File: src/rtl/apci_pci_pkg.sv
// Shared types and constants for the AmigaPCI backplane arbiter.
// PARK state exists only when PCI_PARK_ON_HOST_EN is defined.
package apci_pci_pkg;

  localparam int unsigned HOST_MASTER = 0;

  // PCI control lines are active low
  localparam logic ASSERTED_N   = 1'b0;
  localparam logic DEASSERTED_N = 1'b1;

`ifdef PCI_PARK_ON_HOST_EN
  typedef enum logic [2:0] {IDLE, GRANT, BUSY, TURN, PARK} arb_state_t;
`else
  typedef enum logic [1:0] {IDLE, GRANT, BUSY, TURN} arb_state_t;
`endif

endpackage

File: src/rtl/rr_priority_select.sv
// Round-robin request picker: scans ptr+1, ptr+2, ... with wrap, ptr itself last.
module rr_priority_select #(
  parameter int unsigned NUM_MASTERS = 4,
  localparam int unsigned OW = $clog2(NUM_MASTERS)
) (
  input  logic [NUM_MASTERS-1:0] req,
  input  logic [OW-1:0]          ptr,
  output logic [OW-1:0]          winner,
  output logic                   any_req
);

  logic [OW-1:0] idx;

  always_comb begin
    winner  = '0;
    any_req = 1'b0;
    idx     = '0;
    for (int unsigned i = 1; i <= NUM_MASTERS; i++) begin
      idx = OW'((32'(ptr) + i) % NUM_MASTERS);
      if (!any_req && req[idx]) begin
        winner  = idx;
        any_req = 1'b1;
      end
    end
  end

endmodule

File: src/rtl/pci_bus_arbiter.sv
// Round-robin PCI REQ#/GNT# arbiter with bus-idle tracking, turnaround and grant timeout.
// Define PCI_PARK_ON_HOST_EN to park an idle bus on the bridge host master.
module pci_bus_arbiter
  import apci_pci_pkg::*;
#(
  parameter int unsigned NUM_MASTERS = 4,
  parameter int unsigned GNT_TIMEOUT = 16,
  localparam int unsigned OW = $clog2(NUM_MASTERS)
) (
  input  logic                   CLK33,
  input  logic                   RESET,
  input  logic [NUM_MASTERS-1:0] REQn,
  input  logic                   FRAMEn,
  input  logic                   IRDYn,
  output logic [NUM_MASTERS-1:0] GNTn,
  output logic [OW-1:0]          BUS_OWNER,
  output logic                   BUS_IDLE,
  output logic                   TIMEOUT_STB
);

  localparam int unsigned CW = $clog2(GNT_TIMEOUT);
  localparam logic [CW-1:0] CNT_MAX = CW'(GNT_TIMEOUT - 1);
  localparam logic [OW-1:0] HOST_IDX = OW'(HOST_MASTER);

  arb_state_t             state_q, state_d;
  logic [NUM_MASTERS-1:0] gnt_n_q, gnt_n_d;
  logic [OW-1:0]          owner_q, owner_d;
  logic [OW-1:0]          ptr_q, ptr_d;
  logic [CW-1:0]          cnt_q, cnt_d;
  logic                   bus_idle_q;
  logic                   tstb_q, tstb_d;

  logic [NUM_MASTERS-1:0] req, req_other;
  logic [OW-1:0]          sel_ptr, winner;
  logic                   any_req, bus_idle, take;

  assign req      = ~REQn;
  assign bus_idle = (FRAMEn == DEASSERTED_N) && (IRDYn == DEASSERTED_N);
  // TURN re-arbitrates from the outgoing owner so the next grant needs no extra IDLE clock
  assign sel_ptr  = (state_q == TURN) ? owner_q : ptr_q;

  always_comb begin
    req_other          = req;
    req_other[owner_q] = 1'b0;
  end

  rr_priority_select #(
    .NUM_MASTERS(NUM_MASTERS)
  ) u_sel (
    .req    (req),
    .ptr    (sel_ptr),
    .winner (winner),
    .any_req(any_req)
  );

  always_comb begin
    state_d = state_q;
    gnt_n_d = gnt_n_q;
    owner_d = owner_q;
    ptr_d   = ptr_q;
    cnt_d   = cnt_q;
    tstb_d  = 1'b0;
    take    = 1'b0;
    case (state_q)
      IDLE: begin
        gnt_n_d = '1;
        if (any_req && bus_idle) begin
          take = 1'b1;
`ifdef PCI_PARK_ON_HOST_EN
        end else if (!any_req) begin
          gnt_n_d[HOST_IDX] = ASSERTED_N;
          owner_d           = HOST_IDX;
          state_d           = PARK;
`endif
        end
      end
      GRANT: begin
        if (FRAMEn == ASSERTED_N) begin
          state_d = BUSY;
        end else if (REQn[owner_q] == DEASSERTED_N) begin
          gnt_n_d = '1;
          state_d = TURN;
        end else if (cnt_q == CNT_MAX) begin
          gnt_n_d = '1;
          tstb_d  = 1'b1;
          state_d = TURN;
        end else begin
          cnt_d = cnt_q + 1'b1;
        end
      end
      BUSY: begin
        // Revoke early so the current owner cannot chain another transaction
        if (|req_other) gnt_n_d = '1;
        if (bus_idle) begin
          if (gnt_n_q[owner_q] == ASSERTED_N && !(|req_other)) begin
            state_d = GRANT;
            cnt_d   = '0;
          end else begin
            gnt_n_d = '1;
            state_d = TURN;
          end
        end
      end
      TURN: begin
        gnt_n_d = '1;
        ptr_d   = owner_q;
        state_d = IDLE;
        if (any_req && bus_idle) take = 1'b1;
      end
`ifdef PCI_PARK_ON_HOST_EN
      PARK: begin
        if (FRAMEn == ASSERTED_N) begin
          state_d = BUSY;
        end else if (|req_other) begin
          gnt_n_d = '1;
          state_d = TURN;
        end else if (REQn[HOST_IDX] == ASSERTED_N) begin
          state_d = GRANT;
          cnt_d   = '0;
        end
      end
`endif
      default: begin
        gnt_n_d = '1;
        state_d = IDLE;
      end
    endcase
    if (take) begin
      gnt_n_d         = '1;
      gnt_n_d[winner] = ASSERTED_N;
      owner_d         = winner;
      cnt_d           = '0;
      state_d         = GRANT;
    end
  end

  always_ff @(posedge CLK33) begin
    if (RESET) begin
      state_q    <= IDLE;
      gnt_n_q    <= '1;
      owner_q    <= HOST_IDX;
      ptr_q      <= '0;
      cnt_q      <= '0;
      bus_idle_q <= 1'b0;
      tstb_q     <= 1'b0;
    end else begin
      state_q    <= state_d;
      gnt_n_q    <= gnt_n_d;
      owner_q    <= owner_d;
      ptr_q      <= ptr_d;
      cnt_q      <= cnt_d;
      bus_idle_q <= bus_idle;
      tstb_q     <= tstb_d;
    end
  end

  assign GNTn        = gnt_n_q;
  assign BUS_OWNER   = owner_q;
  assign BUS_IDLE    = bus_idle_q;
  assign TIMEOUT_STB = tstb_q;

endmodule
File: config.mk
export PLATFORM = sky130hd
export DESIGN_NAME = pci_bus_arbiter
export DESIGN_NICKNAME = d
export VERILOG_FILES = /design/src/rtl/apci_pci_pkg.sv /design/src/rtl/rr_priority_select.sv /design/src/rtl/pci_bus_arbiter.sv
export SDC_FILE = /design/constraint.sdc
export NUM_CORES = 1
export LEC_CHECK = 0
export CAP_MARGIN = 20
export CORE_MARGIN = 10
export CORE_UTILIZATION = 64
export CTS_BUF_LIST = sky130_fd_sc_hd__clkbuf_4 sky130_fd_sc_hd__clkbuf_8
export CTS_CLUSTER_DIAMETER = 50
export CTS_CLUSTER_SIZE = 25
export DETAILED_ROUTE_END_ITERATION = 7
export DONT_BUFFER_PORTS = 1
export PLACE_DENSITY = 0.8
export SLEW_MARGIN = 20
export SYNTH_ARGS = -nofsm -noshare
export SYNTH_HDL_FRONTEND = slang
export SYNTH_HIERARCHICAL = 1
export SYNTH_SLANG_ARGS = --single-unit
export TNS_END_PERCENT = 1
File: constraint.sdc
create_clock -name CLK33 -period 2.67 [get_ports CLK33]
set_clock_uncertainty 0.15 [all_clocks]
set_input_delay 0.267 -clock CLK33 [delete_from_list [all_inputs] [get_ports CLK33]]
set_output_delay 0.267 -clock CLK33 [all_outputs]
set_load 0.01 [all_outputs]
==> results.md <==
- Primary FF master, synth: dfxtp_1
- Layout fillers: approximately 120
- Mapped Nets: between 100 and 150
- Most common cell after layout, fill and taps aside: nor2_1
- Sw Ratio: 36.35%
- Seq/Total Area, Yosys: between 30% and 40%
- Iter 0 DRT Violations: 17
- Startpoint types: register
- Reg2reg end: cnt_q[1]$_SDFFE_PP0P_
- CTS clk-pin slew, worst paths: ~0.10 ns
- Crit path capture type: register
- #FFs+latches synth: 16
- Setup violators final: 0
- Routability cong.: about 0.85
- Total power: about 700 uW
- CTS tree: built
- Nets: between 100 and 150
- DIE WIDTH: 60.36 um
- Relative slew slack: 63.94%
- Leakage: ~0.00042 uW
- Number of placement rows: 14
- Worst Tran Pin Value: between 0.5 and 0.6 ns
- Clock H-tree levels: 1
- Yosys warning count: 6
- Avg WL per Cell: 16.65 um
- R2R depth: 5
- Fin crit share: approximately 84%
- Maximum buffer depth of the clock tree: 2
- Fin Setup TNS: 0 ns
- Die height: ~60 um
- Max-slew violations: 0
- Largest net degree at the start of global routing: 13
- Final core utilization: between 70% and 80%
- Final Hold Vio Count: 0
- CTS Buf Count: 3
- Post-synth top area share: between 30% and 40%
- Combinational share of power: between 30% and 40%
- Minimum clock period: around 2.3 ns
- DP Worst Slack: about 0.43 ns
- Worst EP arrival: about 2.3 ns
- Crit path kind: reg2reg
- HP Start: FRAMEn
- DPL Wire Length: ~1800 um
- Initial antenna violation count: 0
- Internal Power: 447.7 uW
- Syn Std Cell Area: approximately 1000 um^2
- RR Startpoint: BUS_OWNER[1]$_SDFFE_PP0P_
- First-pass GRT wire length: 3939 um
- WHS Path Cells: 2
- Switching power: between 200 and 300 uW
- Main area contributors after synthesis: dfxtp_1 31%, nor2_1 6.1%, ha_1 6.0%
- Vias in the first global route: between 800 and 900
- Layout area overhead: 8.403%
- Clock power frac: about a quarter
- Pwr Density: ~620 nW/um^2
- Ant diodes: 0
- Syn Area/Cell: 8.474 um^2
- Mapped Cells: between 100 and 150
- Fmax: ~440 MHz
- Peak VDD IR: ~0.4 mV
- Sequential Power Share: 41.8%
- TritonRoute pass-1 iters: 4
- Critical Path Fanout Max: 8
- Status: finished clean
- Via Count: ~950
- R2R setup slack: 0.42 ns
- Gr usage total: roughly 14%
- Hold WC Path Type: in2reg
- Final Hold Slack: ~0.0061 ns
- Clock latency on the worst-skew pair: approximately 0.3 ns
- Die area: 3643 um^2
- Total gr overflow: 0
- # DRC: 0
- Starting Density: between 60 and 70%
- Worst EP required: 2.72 ns
- Final ANT Viol Nets: 0
- Synth area leader: dfxtp_1
- RSZ-0062 raised after global routing: false
- Core Area: 1524 um^2
- CTS sink count: 16
- Most frequent cells in the layout: 17 x nor2_1, 16 x dfxtp_1, 11 x inv_1
- Netlist cell types: 40
- I/O Pins: 16
- Post-Route WL: roughly 2400 um
- Maxcap violations: 0
- Fin worst setup slack: 0.4198 ns
- CTS Root Cell: clkbuf_4
- Hold endpoint: BUS_IDLE$_SDFF_PP0_
- Share of cells above drive strength 1: 10.85%
- Port buffer count: 0
- Post-synth EDFFs: 0
- Via-to-Cell Ratio: about 6.6
- FFs w/ async S/R, synth: 0%
-- power by group through the flow --
stage	logic, uW	clock network [uW]	registers, uW
4_1_cts	240	168	295
6_report	243	166	294
2_1_floorplan	200	0	290
3_5_place_dp	232	0	300
5_1_grt	271	177	298
3_3_place_gp	229	0	299
-- stage by stage --
step / std cells / area, um^2
6_report: 145 / 1130
4_1_cts: 144 / 1120
5_1_grt: 145 / 1130
2_1_floorplan: 123 / 1042
3_5_place_dp: 136 / 1044
3_3_place_gp: 136 / 1044
-- worst max-delay path by stage --
stage	end	cells after the start	start
detailed placement	cnt_q[1]$_SDFFE_PP0P_	5	BUS_OWNER[1]$_SDFFE_PP0P_
global route	GNTn[0]$_SDFFE_PP1P_	5	BUS_OWNER[1]$_SDFFE_PP0P_
CTS	cnt_q[1]$_SDFFE_PP0P_	5	BUS_OWNER[1]$_SDFFE_PP0P_
floorplan	cnt_q[3]$_SDFFE_PP0P_	6	BUS_OWNER[1]$_SDFFE_PP0P_
finish	cnt_q[1]$_SDFFE_PP0P_	5	BUS_OWNER[1]$_SDFFE_PP0P_
global placement	cnt_q[0]$_SDFFE_PP0P_	5	BUS_OWNER[1]$_SDFFE_PP0P_
-- per-layer routing --
layer	share of wire [%]	up-vias	GRT usage, %
li1	-	467	-
met1	41	452	16.51
met2	48	28	21.62
met3	9.8	5	5.010
met4	1.5	0	6.090
met5	0	-	0
-- flip-flops by register name, summed over array words and instances (netlist names) --
register and flops:
BUS_IDLE 1, BUS_OWNER 2, GNTn 4, TIMEOUT_STB 1, cnt_q 4, ptr_q 2, state_q 2
-- cells by family (layout without fill, tap and decap cells) --
family / Yosys count / after routing / share of synthesized area, %
compound gates: 29 / 29 / 20.77
fa+ha+maj: 5 / 5 / 6.002
buf+inv: 15 / 21 / 6.483
flops: 16 / 16 / 30.73
mux: 8 / 8 / 10.80
simple gates: 50 / 50 / 25.21
-- layout make-up --
class                   count  area (um^2)  share of cell area [%]
clock buffers               4        36.28                   3.212
inverters                  11        41.29                   3.654
multi-input cells          92        654.4                   57.92
flip-flops and latches     16        320.3                   28.35
well taps                  16        20.02                   1.772
repair buffers              6        57.56                   5.094
-- synthesized netlist by cell type, drive strengths merged (3+ instances only) --
cell type,n
nor3,3
nor2b,4
nor2,17
nand2,6
ha,5
mux2i,3
nand2b,4
a31o,3
o21ai,4
inv,11
nand3,6
a21oi,6
a32oi,4
dfxtp,16
mux2,3
-- repair_timing --
action | 4_1_cts | 5_1_grt
gates resized for setup | 0 | 0
setup buffers | 0 | 0
hold buffers | 4 | 1
hold endpoints to repair | 8 | 1
-- critical path: stages, from the launching register on --
cell and delay (ns):
dfxtp_1 0.59, mux4_2 0.63, o21ai_2 0.17, nand3_2 0.13, or2_4 0.26, a31o_1 0.22
Power figures use the tool's default switching activity.
